[src/rtl/bm_mem_arb.sv]
// Single-port arbiter for the bitmatrix SRAM: host writes vs. bm_cntl column reads.
// Optional read starvation guard: define BM_ARB_STARVE_GUARD_EN.
module bm_mem_arb #(
   parameter int BM_COL_W      = 64,
   parameter int BM_MEM_ADDR_W = 8,
   parameter int MEM_RD_LAT    = 2,
   parameter int STARVE_MAX    = 8
) (
   input  logic                     clk,
   input  logic                     rstn,
   input  logic                     eng_rstn,
   input  logic                     rd_rq,
   input  logic [BM_MEM_ADDR_W-1:0] rd_addr,
   output logic                     rd_gnt,
   output logic [BM_COL_W-1:0]      rd_data,
   output logic                     rd_data_val,
   input  logic                     wr_rq,
   input  logic [BM_MEM_ADDR_W-1:0] wr_addr,
   input  logic [BM_COL_W-1:0]      wr_data,
   output logic                     wr_gnt,
   output logic                     mem_en,
   output logic                     mem_wr_en,
   output logic [BM_MEM_ADDR_W-1:0] mem_addr,
   output logic [BM_COL_W-1:0]      mem_wr_data,
   input  logic [BM_COL_W-1:0]      mem_rd_data,
   output logic                     arb_busy
);

   localparam int STAGES = MEM_RD_LAT + 1;

   if (MEM_RD_LAT < 1 || STARVE_MAX < 1) begin : g_bad_cfg
      $error("bm_mem_arb: MEM_RD_LAT and STARVE_MAX must be >= 1");
   end

   // Encoding chosen so the SRAM strobes are the state flops themselves.
   typedef enum logic [1:0] {
      IDLE = 2'b00,
      RD   = 2'b01,
      WR   = 2'b11
   } own_e;

   own_e              own;
   logic [STAGES-1:0] vld_pipe;
   logic              rd_elig;
   logic              starve;

   assign rd_elig = rd_rq & eng_rstn;

`ifdef BM_ARB_STARVE_GUARD_EN
   localparam int               CNT_W      = $clog2(STARVE_MAX + 1);
   localparam logic [CNT_W-1:0] STARVE_LIM = CNT_W'(STARVE_MAX);

   logic [CNT_W-1:0] starve_cnt;

   assign starve = (starve_cnt == STARVE_LIM);

   always_ff @(posedge clk or negedge rstn) begin
      if (!rstn)                   starve_cnt <= '0;
      else if (!eng_rstn || rd_gnt) starve_cnt <= '0;
      else if (rd_elig && !starve)  starve_cnt <= starve_cnt + CNT_W'(1);
   end
`else
   assign starve = 1'b0;
`endif

   // Write wins unless the guard has saturated; grants vanish while in reset.
   assign rd_gnt = rstn & rd_elig & (~wr_rq | starve);
   assign wr_gnt = rstn & wr_rq & ~rd_gnt;

   always_ff @(posedge clk or negedge rstn) begin
      if (!rstn) begin
         own         <= IDLE;
         mem_addr    <= '0;
         mem_wr_data <= '0;
      end else if (wr_gnt) begin
         own         <= WR;
         mem_addr    <= wr_addr;
         mem_wr_data <= wr_data;
      end else if (rd_gnt) begin
         own         <= RD;
         mem_addr    <= rd_addr;
      end else begin
         own         <= IDLE;
      end
   end

   assign mem_en    = own[0];
   assign mem_wr_en = own[1];

   // Soft reset flushes in-flight reads so their data is never reported.
   always_ff @(posedge clk or negedge rstn) begin
      if (!rstn)         vld_pipe <= '0;
      else if (!eng_rstn) vld_pipe <= '0;
      else               vld_pipe <= {vld_pipe[STAGES-2:0], rd_gnt};
   end

   assign rd_data_val = vld_pipe[STAGES-1];
   assign rd_data     = rd_data_val ? mem_rd_data : '0;
   assign arb_busy    = mem_en | (|vld_pipe);

endmodule

[config.mk]
export PLATFORM = sky130hd
export DESIGN_NAME = bm_mem_arb
export DESIGN_NICKNAME = d
export VERILOG_FILES = /design/src/rtl/bm_mem_arb.sv
export SDC_FILE = /design/constraint.sdc
export NUM_CORES = 1
export LEC_CHECK = 0
export ABC_AREA = 1
export ABC_CLOCK_PERIOD_IN_PS = 1300
export CAP_MARGIN = 20
export CORE_ASPECT_RATIO = 0.7
export CORE_MARGIN = 2
export CORE_UTILIZATION = 33
export CTS_CLUSTER_DIAMETER = 30
export DETAILED_ROUTE_END_ITERATION = 6
export PLACE_DENSITY = 0.82
export SYNTH_ARGS = -nofsm -noshare
export SYNTH_HDL_FRONTEND = slang
export SYNTH_SLANG_ARGS = --single-unit
[constraint.sdc]
create_clock -name clk -period 1.3 [get_ports clk]
set_input_delay 0.26 -clock clk [delete_from_list [all_inputs] [get_ports clk]]
set_output_delay 0.26 -clock clk [all_outputs]
set_load 0.02 [all_outputs]
==> results.ini, run 1 <==
[global_route]
grt_pass1_wl_um=23400
grt_pass1_vias=4199
grt_overflow=0
grt_max_degree=77
grt.total_usage_pct=26.7
antenna_found_initial=0

[route]
ant_nets=0
viasPerCell=4.51
routed_wl_um=15600
dr.pass1.iters=4
drc=0
first_iter_violations=123
wl_per_cell_um=16.8
dr_total_vias=4187

[synthesis]
ys.flop_type=dfrtp_1
synth_area_leaders=dfrtp_1 54%, nand2_1 31%, inv_1 7.4%
yosysSeqAreaShare_pct=54.2
synth_seq_cells=77
synth.most_common_cell=nand2_1
syn_inst=487
synth_edf_count=0
synth_warnings=0
yosysUniqueCellTypes=12
netlist.area_leader.share_pct=54.2
syn-cell-area_um2=3550
syn_nets=636
synth_common_cells=293 x nand2_1, 77 x dfrtp_1, 70 x inv_1
syn_avg_cell_area_um2=7.30
async_flop_share_pct=100
yosysTopAreaCell=dfrtp_1

[floorplan]
die_y_um=90.8
row_count=31
pin_count=291
chipWidth_um=128
dieArea_um2=11600
core-area_um2=10400
initial_utilization_pct=34.2

[worst_setup_path]
end_kind=output pin
critPathArrivalTime_ns=1.39
slowest_delay_ns=0.47
path_cells=buf_12 > buf_4 > nand2_2 > inv_1 > buf_2
path_max_fanout=13
worstSetupPathType=reg2out
crit_required_ns=1.04
cpMaxStageDelayCell=dfrtp_2
worst_setup_path_start_kind=flip-flop
worstRegToRegCells=3
crit_path_start=vld_pipe[2]
r2r-start=vld_pipe[1]

[sta]
finalSetupViolations=66
drv_slew=0
slew_headroom_pct=33.4
min_period_over_period_pct=127
skew_ns=0.00262
setup_slack_ns=-0.353
period_minus_slack_ns=1.65
worst_slew_pin_slew_ns=0.999
rsz0062_at_grt=true
hold_violations=0
max_freq_ghz=0.605

[power_and_ir_drop]
power_uw=7230
power_frac_clock_pct=34.8
p_sw_share_pct=29.8
pwr-share-seq_pct=39.7
switchingPower_uw=2160
internal-power_uw=5070
p_leak_uw=0.00405
pwr_density_cell_nw_per_um2=1040
vdd_drop_max_uv=832
combPwrFrac_pct=25.5

[placed_design]
dp_hpwl_um=12300
port-buffer-count=290
gp_congestion=0.948

[clock_network]
htree_levels=3
clkSlewWorstSetupHoldPaths_ns=0.06
clockBufferDepth=2
clock_latency_ns=0.32
numCtsBuffers=9
cts_sinks=77
cts_root_buf=clkbuf_16
cts_tree=built

[finish]
nets=940
diodes=0
fillers=841
fin_util_pct=66.7
final_layout_size_suffix_gt1_share_pct=26.0
area_delta_synth_final_pct=95.2

[outcome]
violations=negative setup slack
status=finished with violations

[min_path]
min_path_cells=3
worst_hold_startpoint=rstn
hold_path_class=in2reg

[job]
drv_cap=0

[power groups by stage]
stage	Clock [uW]	Combinational [uW]	Sequential (uW)
2_1_floorplan	0	393	3250
3_3_place_gp	0	2010	2890
5_1_grt	2700	1990	2900
6_report	2520	1840	2870
4_1_cts	2590	1920	2870
3_5_place_dp	0	2040	2900
[per-stage QoR]
step                      instances  worst slack, ns  area (um2)  TNS (ns)  hold WS, ns
after global routing            928           -0.393        6940    -19.17        0.289
after CTS                       923           -0.344        7100    -16.54        0.271
after global placement          903           -0.582        6660    -46.66        0.190
after detailed placement        903           -0.601        6660    -54.69        0.194
final                           928           -0.353        6940    -15.96        0.285
after floorplan                 487          0.00611        3550         0      -0.0356
[cell usage in the layout (no fill, tap or decap), types with 3 or more instances in the layout]
cell and count:
inv_1 55, buf_6 30, nand3_1 16, nand2_2 21, clkdlybuf4s15_1 21, buf_4 45
dfrtp_1 76, nand2_4 6, clkbuf_16 10, nand2_1 267, clkdlybuf4s50_1 144, clkdlybuf4s15_2 12
clkbuf_2 40, buf_12 8, buf_2 9, nor2_1 3, inv_2 16, dlygate4sd2_1 5
[cells by family (layout without fill, tap and decap cells)]
family,Yosys count,count (layout),share of synthesized area [%]
AOI/OAI and AO/OA,1,1,0.458
buffers and inverters,96,405,11.5
DFF,77,77,54.2
and+or+nand+nor,313,313,33.8
[sequential cells by signal, indices dropped and copies added, names as in the netlist]
register / count
mem_wr_data: 64
mem_addr: 8
vld_pipe: 3
own: 2
[final timing paths]
check	to	slack (ns)
setup / recovery	rd_data[17]	-0.35
max in group asynchronous	vld_pipe[2]	0.23
setup reg to reg	vld_pipe[2]	0.59
hold reg to reg	mem_wr_data[30]	0.48
min in group asynchronous	mem_addr[4]	0.38
hold / removal	own[0]	0.29
[final cells by class]
cell class                      count  area, um2  share of cell area (%)
Multi-Input combinational cell    314       1310                    18.9
Timing Repair Buffer              317       2960                    42.7
Clock buffer                       10        229                    3.30
Inverter                           72        273                    3.93
Clock inverter                      6       71.3                    1.03
Sequential cell                    77       1930                    27.8
Tap cell                          132        165                    2.38
[critical path, delay by kind of cell (launching register included)]
kind                   cells  cell delay, ns
DFF                        1            0.47
and+or+nand+nor            1            0.09
buffers and inverters      4            0.50
[layer usage]
layer	GRT usage, %	vias to the layer above	share of wire, %
li1	-	2002	-
met1	32.9	1966	40
met2	43.9	197	48
met3	10.0	22	10
met4	7.33	0	2.4
met5	0	-	0
[what timing repair did]
| item | 4_1_cts | 5_1_grt |
|---|---|---|
| resized for setup | 478 | 110 |
| cloned | 1 | 1 |
| hold buffers | 1 | 0 |
| setup buffers | 2 | 5 |
| hold endpoints to repair | 1 | 0 |
| endpoints found under the setup margin | 142 | 113 |
| pin swaps | 2 | 0 |
(Power assumes the default switching activity.)
==> run 2, diff against run 1 <==
Settings changed: CTS_CLUSTER_SIZE set to 12.
==> results of run 2 <==
Same layout as run 1: the final DEF is identical, and so are final timing and power.
==> run 3, diff against run 2 <==
Settings changed: ABC_CLOCK_PERIOD_IN_PS 1300 to 1600.
Clock period 1.3 ns to 1.6 ns, I/O delays scaled along.
==> run 3 against run 2 <==
The flow still finishes with violations (negative setup slack). Worst setup slack improved by 0.28 ns. Clock-buffer cell count fell by 1. Via count hardly changed. Final cell count fell by 0.11%. Design area grew 0.20%. Sequential share of layout area fell by 0.055 points. Critical path depth unchanged. Non-clock buffer count shrank 1. Flip-flop and latch count did not move. Wire length is 0.38% lower. Utilization is 0.13 points higher. First-iteration DRC count is 11% lower.
==> results.ini, run 3 (synthesized netlist as in run 1, its figures left out) <==
[outcome]
status=finished with violations
violations=negative setup slack

[worst_setup_path]
crit_path_start=vld_pipe[2]
crit_path_end=rd_data[59]
crit_required_ns=1.28
critPathArrivalTime_ns=1.36
worst_setup_path_start_kind=flip-flop
worstRegToRegCells=2
rr_endpoint=mem_wr_data[15]
worstSetupPathType=reg2out
r2r-start=mem_wr_data[15]
end_kind=output pin
ff2ff_setup_slack_ns=0.92
path_max_fanout=11

[clock_network]
htree_levels=3
cts_tree=built
cts_sinks=77
clockBufferDepth=2
cts_root_buf=clkbuf_16
numCtsBuffers=9
ctsHoldBuffers=0
clock_latency_ns=0.33
clkSlewWorstSetupHoldPaths_ns=0.07

[finish]
layout_commonest_cell=nand2_1
largest_reg_flops=64
regMostFlops=mem_wr_data
final_cell_mix=274 x nand2_1, 146 x clkdlybuf4s50_1, 76 x dfrtp_1, 73 x dlygate4sd2_1, 57 x inv_1
diodes=0
area_delta_synth_final_pct=95.6
top_regs=mem_wr_data x64, mem_addr x8, vld_pipe x3
nets=939
finalNonFillerCells=927
final_layout_size_suffix_gt1_share_pct=18.6

[placed_design]
gp_congestion=0.910
port-buffer-count=290
dpl.cell_count=904
dp_hpwl_um=12400

[floorplan]
row_count=31
die_y_um=90.8
pin_count=291
dieArea_um2=11600
core-area_um2=10400
chipWidth_um=128
initial_utilization_pct=34.2

[sta]
finalSetupTns_ns=-1.99
rsz0062_at_grt=true
worst_slew_pin_slew_ns=0.413
period_minus_slack_ns=1.68
setup_slack_ns=-0.0754
skew_ns=0.0000657
drv_slew=0
max_freq_ghz=0.597
slew_headroom_pct=72.5
finalSetupViolations=44
hold_violations=0
min_period_over_period_pct=105

[power_and_ir_drop]
vdd_drop_max_uv=828
p_leak_uw=0.00418
pwr_density_cell_nw_per_um2=836

[route]
wl_per_cell_um=16.8
viasPerCell=4.51
dr_total_vias=4183
ant_nets=0
first_iter_violations=110
dr.pass1.iters=5
routed_wl_um=15500
drc=0

[global_route]
grt_pass1_wl_um=23000
grt_pass1_vias=4204
grt_overflow=0
antenna_found_initial=1
grt_max_degree=78
grt.total_usage_pct=26.0

[min_path]
hold_path_class=in2async

[job]
drv_cap=0

[run 3: cell count changes in the layout (fill, tap and decap cells not counted), sizes merged, moves of 2 or more]
cell / before / now
dlygate4sd2: 5 / 73
clkbuf: 51 / 10
clkdlybuf4s15: 33 / 0
clkdlybuf4s50: 144 / 146
dlymetal6s2s: 0 / 2
inv: 74 / 76
[run 3: stage by stage]
stage          setup slack [ns]  hold slack [ns]  cell area (um2)  total power (uW)  utilization (%)
4_1_cts                 -0.0834            0.326             6720              5840             64.6
5_1_grt                  -0.120            0.263             6950              6080             66.9
2_1_floorplan             0.246           0.0244             3550              2960                -
6_report                -0.0754            0.229             6950              5810             66.9
3_3_place_gp             -0.416            0.451             6680              3980             64.3
3_5_place_dp             -0.410            0.455             6680              4010             64.3
[run 3: routing by layer]
| layer | routed length (um) | vias up | global-route usage [%] | part of all wire [%] |
|---|---|---|---|---|
| li1 | - | 2005 | - | - |
| met1 | 6550 | 1962 | 33.0 | 42 |
| met2 | 7320 | 188 | 42.8 | 47 |
| met3 | 1330 | 26 | 9.00 | 8.6 |
| met4 | 335 | 2 | 6.41 | 2.2 |
| met5 | 8 | - | 0 | 0.051 |
[run 3: power breakdown]
group          internal [uW]  leakage (uW)  switching [uW]
clock                   1090      0.000145             890
combinational            716       0.00307             797
sequential              2180      0.000956             130
total                   3990       0.00418            1820
[run 3: critical path, stage by stage, from the launching register on]
cell,delay [ns]
dfrtp_2,0.46
buf_4,0.16
clkbuf_16,0.15
nand2_1,0.06
inv_1,0.04
buf_4,0.15
[run 3: final cells by class]
cell class              count  area [um2]
fillers                   899        3440
repair buffers            316        2940
flip-flops and latches     77        1930
multi-input cells         314        1340
inverters                  72         280
clock buffers               9         225
well taps                 132         165
clock inverters             7        67.6
[run 3: repair_timing]
item | CTS | global route
resized for setup | 364 | 59
endpoints found under the setup margin | 140 | 44
pin swaps | 0 | 0
gates cloned | 0 | 1
buffers inserted | 2 | 3
[run 3: worst min path at each step]
stage,start,endpoint,cells past startpoint
5_1_grt,rstn,own[0],3
4_1_cts,rstn,own[0],3
3_5_place_dp,vld_pipe[0],vld_pipe[1],2
6_report,rstn,own[0],3
2_1_floorplan,rstn,mem_addr[0],0
3_3_place_gp,vld_pipe[0],vld_pipe[1],2
